### config.mk
export PLATFORM = sky130hd
export DESIGN_NAME = aes_fifo_sched
export DESIGN_NICKNAME = d
export VERILOG_FILES = /design/src/rtl/aes_sched_pkg.sv /design/src/rtl/aes_fifo_sched.sv
export SDC_FILE = /design/constraint.sdc
export NUM_CORES = 1
export LEC_CHECK = 0
export CORE_AREA = 4 4 216 218
export DETAILED_ROUTE_END_ITERATION = 8
export DIE_AREA = 0 0 220 222
export GPL_ROUTABILITY_DRIVEN = 1
export SKIP_LAST_GASP = 1
export SLEW_MARGIN = 20
export SYNTH_ARGS = -nofsm -noshare
export SYNTH_HDL_FRONTEND = slang
export SYNTH_SLANG_ARGS = --single-unit
export TNS_END_PERCENT = 10
### constraint.sdc
create_clock -name clk -period 10.6 [get_ports clk]
set_clock_uncertainty 0.1 [all_clocks]
set_input_delay 1.06 -clock clk [delete_from_list [all_inputs] [get_ports clk]]
set_output_delay 1.06 -clock clk [all_outputs]
set_load 0.01 [all_outputs]
### src/rtl/aes_sched_pkg.sv
// Shared types for the AES FIFO scheduler.
// Holds the scheduler state encoding and the default block width.
package aes_sched_pkg;

    typedef enum logic [1:0] {
        IDLE,
        START,
        RUN,
        WRITE
    } sched_state_t;

    localparam int AES_BLOCK_W = 128;

endpackage

### src/rtl/aes_fifo_sched.sv
// aes_fifo_sched: sequences one AES core between an input and output block FIFO.
// Ports: clk/reset (async, active-high); en gates new blocks;
//   in_fifo_valid/in_fifo_rdata/in_fifo_read_e: show-ahead input FIFO pop side;
//   aes_start/aes_din/aes_done/aes_dout: core start/done handshake;
//   out_fifo_full/out_fifo_write_e/out_fifo_wdata: output FIFO push side;
//   busy: not IDLE; blocks_done: wrapping push count; err: sticky stray aes_done.
module aes_fifo_sched
    import aes_sched_pkg::*;
#(
    parameter int DATA_WIDTH = AES_BLOCK_W,
    parameter int CNT_WIDTH  = 32
) (
    input  logic                  clk,
    input  logic                  reset,
    input  logic                  en,
    input  logic                  in_fifo_valid,
    input  logic [DATA_WIDTH-1:0] in_fifo_rdata,
    output logic                  in_fifo_read_e,
    output logic                  aes_start,
    output logic [DATA_WIDTH-1:0] aes_din,
    input  logic                  aes_done,
    input  logic [DATA_WIDTH-1:0] aes_dout,
    input  logic                  out_fifo_full,
    output logic                  out_fifo_write_e,
    output logic [DATA_WIDTH-1:0] out_fifo_wdata,
    output logic                  busy,
    output logic [CNT_WIDTH-1:0]  blocks_done,
    output logic                  err
);

    sched_state_t          state;
    logic [DATA_WIDTH-1:0] din_q;
    logic [DATA_WIDTH-1:0] dout_q;
    logic                  launch;
    logic                  push;

    // Pop and push are qualified in the same cycle as the edge that
    // commits them, so the FIFO head moves exactly when din_q captures it
    // and a push can never coincide with full.
    assign launch = (state == IDLE) && en && in_fifo_valid;
    assign push   = (state == WRITE) && !out_fifo_full;

    assign in_fifo_read_e   = launch;
    assign aes_start        = (state == START);
    assign aes_din          = din_q;
    assign out_fifo_write_e = push;
    assign out_fifo_wdata   = dout_q;
    assign busy             = (state != IDLE);

    always_ff @(posedge clk or posedge reset) begin
        if (reset) begin
            state       <= IDLE;
            din_q       <= '0;
            dout_q      <= '0;
            blocks_done <= '0;
            err         <= 1'b0;
        end else begin
            // A done pulse outside RUN (including the START cycle) is
            // dropped but remembered.
            if (aes_done && (state != RUN)) begin
                err <= 1'b1;
            end
            unique case (state)
                IDLE: begin
                    if (launch) begin
                        din_q <= in_fifo_rdata;
                        state <= START;
                    end
                end
                START: begin
                    state <= RUN;
                end
                RUN: begin
                    if (aes_done) begin
                        dout_q <= aes_dout;
                        state  <= WRITE;
                    end
                end
                WRITE: begin
                    if (push) begin
                        blocks_done <= blocks_done + CNT_WIDTH'(1);
                        state       <= IDLE;
                    end
                end
            endcase
        end
    end

endmodule

## Word level (Yosys, flattened, before mapping)

Index checks and enable logic that the tools add are counted.

| operators by class | value |
|---|---|
| $add $sub $neg | 1 |
| equality and inequality tests | 7 |
| mux-type cells | 4 |
| reductions and logical operators | 11 |

Operators with widths:

| cell | count |
|---|---|
| $add 32x1->32 const B | 1 |
| $ne 2x2->1 const B | 4 |
| $pmux 2 s4 | 1 |
| $mux 2 | 3 |
| $reduce_and 2->1 | 3 |
| $eq 2x2->1 const B | 2 |
| $logic_and 1x1->1 | 4 |
| $reduce_and 3->1 | 1 |
| $eq 2x1->1 const B | 1 |
| $logic_not 2->1 | 1 |
| $reduce_bool 2->1 | 1 |
| $logic_not 1->1 | 1 |

| storage, ports and cells | value |
|---|---|
| register bits after elaboration | 291 |
| output and inout port bits | 293 |
| word-level logic and storage cells | 28 |

## Logic depth before layout (Yosys ltp)

| logic depth | value |
|---|---|
| depth in word-level cells | 5 |
| depth in mapped cells | 7 |

## Worst setup path before layout

Ideal clock, no wire load.

| timing | value |
|---|---|
| path kind | input port to output port |
| start point | in in_fifo_valid |
| end point | out in_fifo_read_e |
| arrival time | 1697 ps |
| data required time | 9440 ps |
| setup slack | 7743 ps |
| stages on the path | 4 |
| buffers on the path | 2 |
| path through | nand2_1 nor2_1 buf_2 buf_2 |

| on the way | value |
|---|---|
| cells in the longest elaborated chain, start to end | 1 |

Ends and longest elaborated chain:

| what | RTL line | source |
|---|---|---|
| start, declared | aes_fifo_sched.sv:16 | `input logic in_fifo_valid,` |
| $logic_and 1x1->1 | aes_fifo_sched.sv:40 | `assign launch = (state == IDLE) && en && in_fifo_valid;` |
| end, declared | aes_fifo_sched.sv:18 | `output logic in_fifo_read_e,` |

Every way passes these cells.

## Worst setup path after layout

| timing | value |
|---|---|
| start point | in out_fifo_full |
| end point | out out_fifo_write_e |

| on the way | value |
|---|---|
| cells in the longest elaborated chain, start to end | 2 |

Ends and longest elaborated chain:

| what | RTL line | source |
|---|---|---|
| start, declared | aes_fifo_sched.sv:23 | `input logic out_fifo_full,` |
| $logic_not 1->1 | aes_fifo_sched.sv:41 | `assign push = (state == WRITE) && !out_fifo_full;` |
| $logic_and 1x1->1 | aes_fifo_sched.sv:41 |  |
| end, declared | aes_fifo_sched.sv:24 | `output logic out_fifo_write_e,` |

Every way passes these cells.

==> summary.md <==
| Metric | Value |
|---|---|
| Final worst-path cycle share | 0.349 |
| Lkg Pwr | 7.61 nW |
| Sequential fraction of the synthesis area | 0.656 |
| FF-to-FF setup slack | 7.64 ns |
| Cell depth of the worst flop-to-flop path | 5 |
| Tightest Pin Transition | 0.942 ns |
| HP Start | blocks_done[31] |
| Synth-to-layout area growth | 66.2% |
| Remaining routing DRC violations | 0 |
| Avg WL per Cell | 18.6 um |
| CP Data Required Time | 9.44 ns |
| DRT Pass-1 Iters | 4 |
| Core Rows | 78 |
| DR vias | 7777 |
| Max-Cap Viols | 0 |
| Die height | 222 um |
| Overall routing resource usage | 0.138 |
| Post-route setup TNS | 0 ns |
| Final min period | 3.70 ns |
| Peak VDD IR | 0.000166 V |
| Vias in the first global route | 8397 |
| Top cells by area, synth | dfrtp_1, mux2_2, xnor2_1, buf_2, nand4_1 |
| Post-synthesis register bit count | 291 |
| Yosys cell types | 26 |
| Hold Path End | blocks_done[31] |
| Final setup viols | 0 |
| Syn Area/Cell | 16.3 sq um |
| Worst R2R End | out_fifo_wdata[74] |
| TritonCTS buffer count | 36 |
| Critical path type | in -> out |
| Pwr Density | 287 nW/um^2 |
| Final Cell Area | 18400 sq um |
| Core Footprint | 44900 sq um |
| Max stage delay on crit path | 0.57 ns |
| Number of buffers added on ports | 554 |
| Post-DR vias/cell | 4.16 |
| Most used flip-flop cell after synthesis | dfrtp_1 |
| Clock Latency Late Sink | 0.51 ns |
| Crit path DAT | 2.54 ns |
| Die ar. | 48800 sq um |
| Clock Path Buffers | 3 |
| Share of the synthesized area in the top cell type | 0.656 |
| WHS Path Cells | 1 |
| Die Width | 220 um |
| CP most frequent cell | clkdlybuf4s50_1 |
| Synth Instances | 681 |
| TritonCTS clock tree | done |
| Synth Warn # | 0 |
| H-tree depth | 2 |
| Synth area leader | dfrtp_1 |
| Routed WL | 34800 um |
| Fmax | 270 MHz |
| Slew Limit Fails | 0 |
| Worst-path clk slew | 0.05 ns |
| Total power | 5.29 mW |
| CTS sink cnt | 291 |
| Clock tree root buffer cell | clkbuf_16 |
| Antenna Nets Post-Route | 0 |
| Fin nets | 1515 |
| Worst R2R Start | state[0] |
| Startpoint types | input pin |
| First-pass GRT wire length | 51900 um |
| PostCTS Resize Cnt | 0 |
| Final Wtd Congestion | 0.804 |
| Starting density of the core | 0.247 |
| Initial antenna violation count | 0 |
| Post-synth EDFFs | 0 |
| Post-DP HPWL | 25800 um |
| Hold Crit Class | reg -> reg |
| CP max stage cell | clkdlybuf4s50_1 |
| Syn_nets | 948 |
| Post-CTS setup repair buffer count | 0 |
| Hold-fix buffers at CTS | 0 |
| Status | finished clean |
| Crit Path Max Fanout | 5 |
| Setup WS pre-CTS | 6.84 ns |
| Mapped Area | 11100 sq um |
| Crit-path cells | clkdlybuf4s50_1, nand2b_1, inv_1, clkdlybuf4s50_1 |
| Placed Area | 17300 sq um |
| FFs w/ async S/R, synth | 1.00 |
| Worst rel slew slack | 0.372 |
| I/O pin total | 555 |
| Worst Setup End Kind | output pin |
| DRT iter0 DRCs | 290 |
| Unrepaired setup endpoints after global routing | false |
| Setup WS post-layout | 6.90 ns |
| Layout cells sized above 1 | 0.254 |
| Grt ovf | 0 |
| Fin. Hold Viols | 0 |
| Antenna cells | 0 |
| Largest net degree at the start of global routing | 136 |
synth_stat cells (2+ instances only):
library cell and n:
dfrtp_1 291, clkbuf_1 2, xnor2_1 27, nor2_1 4, and4_1 3, and3_1 5, ha_1 5, xor2_1 4
nand3_1 10, nor4_4 2, inv_1 6, nand4_1 13, nand2_1 12, mux2_2 257, buf_2 27, o21ai_0 3
logic make-up after synthesis:
kind of cell,count (synthesis),share of synthesized area
AO/OA/AOI/OAI,5,0.00293
XOR/XNOR,31,0.0245
adder cells (fa/ha/maj),5,0.00564
buffers and inverters,36,0.0159
flip-flops,291,0.656
multiplexers,257,0.261
AND/OR/NAND/NOR,56,0.0337
worst max-delay path: cells and delay by family:
| family | cells | cell delay [ns] |
|---|---|---|
| buf+inv | 3 | 1.22 |
| simple gates | 1 | 0.27 |
worst max-delay path by stage:
stage,endpoint,from
2_1_floorplan,aes_din[0],reset
3_3_place_gp,out_fifo_write_e,out_fifo_full
3_5_place_dp,out_fifo_wdata[74],aes_done
4_1_cts,out_fifo_write_e,out_fifo_full
5_1_grt,out_fifo_write_e,out_fifo_full
6_report,out_fifo_write_e,out_fifo_full
where the power goes:
group | internal (mW) | total [mW] | leakage [nW] | switching (mW)
Clock | 0.707 | 1.18 | 0.561 | 0.469
Combinational | 1.39 | 2.22 | 3.53 | 0.822
Sequential | 1.62 | 1.89 | 3.51 | 0.269
Total | 3.73 | 5.29 | 7.61 | 1.56
state kept, by name (all words and copies together) (netlist names):
| register | count |
|---|---|
| aes_din | 128 |
| out_fifo_wdata | 128 |
| blocks_done | 32 |
| state | 2 |
| err | 1 |
area by class of cell:
class | instances | area (sq um)
inverter | 6 | 30.0
multi-input combinational | 354 | 3650
sequential | 291 | 7280
clock buffer | 55 | 1090
tap | 600 | 751
clock inverter | 6 | 33.8
timing repair buffer | 559 | 5600
fill | 4238 | 26500
cell usage in the layout (no fill, tap or decap), drive strengths merged, types with 7 or more instances in the layout:
cell,Yosys,layout
clkbuf,2,55
clkdlybuf4s50,0,554
nand4,14,14
mux2,257,257
nand2,12,12
inv,6,7
dfrtp,291,291
nand3,10,10
xnor2,27,27
metrics by stage:
stage          utilization  hold WS [ns]  cells
2_1_floorplan            -         0.408    681
3_3_place_gp         0.386         0.365   1810
3_5_place_dp         0.386         0.371   1810
4_1_cts              0.411         0.379   1871
5_1_grt              0.411         0.398   1871
6_report             0.411         0.376   1871
metal layers:
metal,share of wire,GRT usage
met1,0.37,0.156
met2,0.52,0.244
met3,0.078,0.0419
met4,0.025,0.0488
met5,0,0
Note: power is estimated with default switching activity, not from simulation.
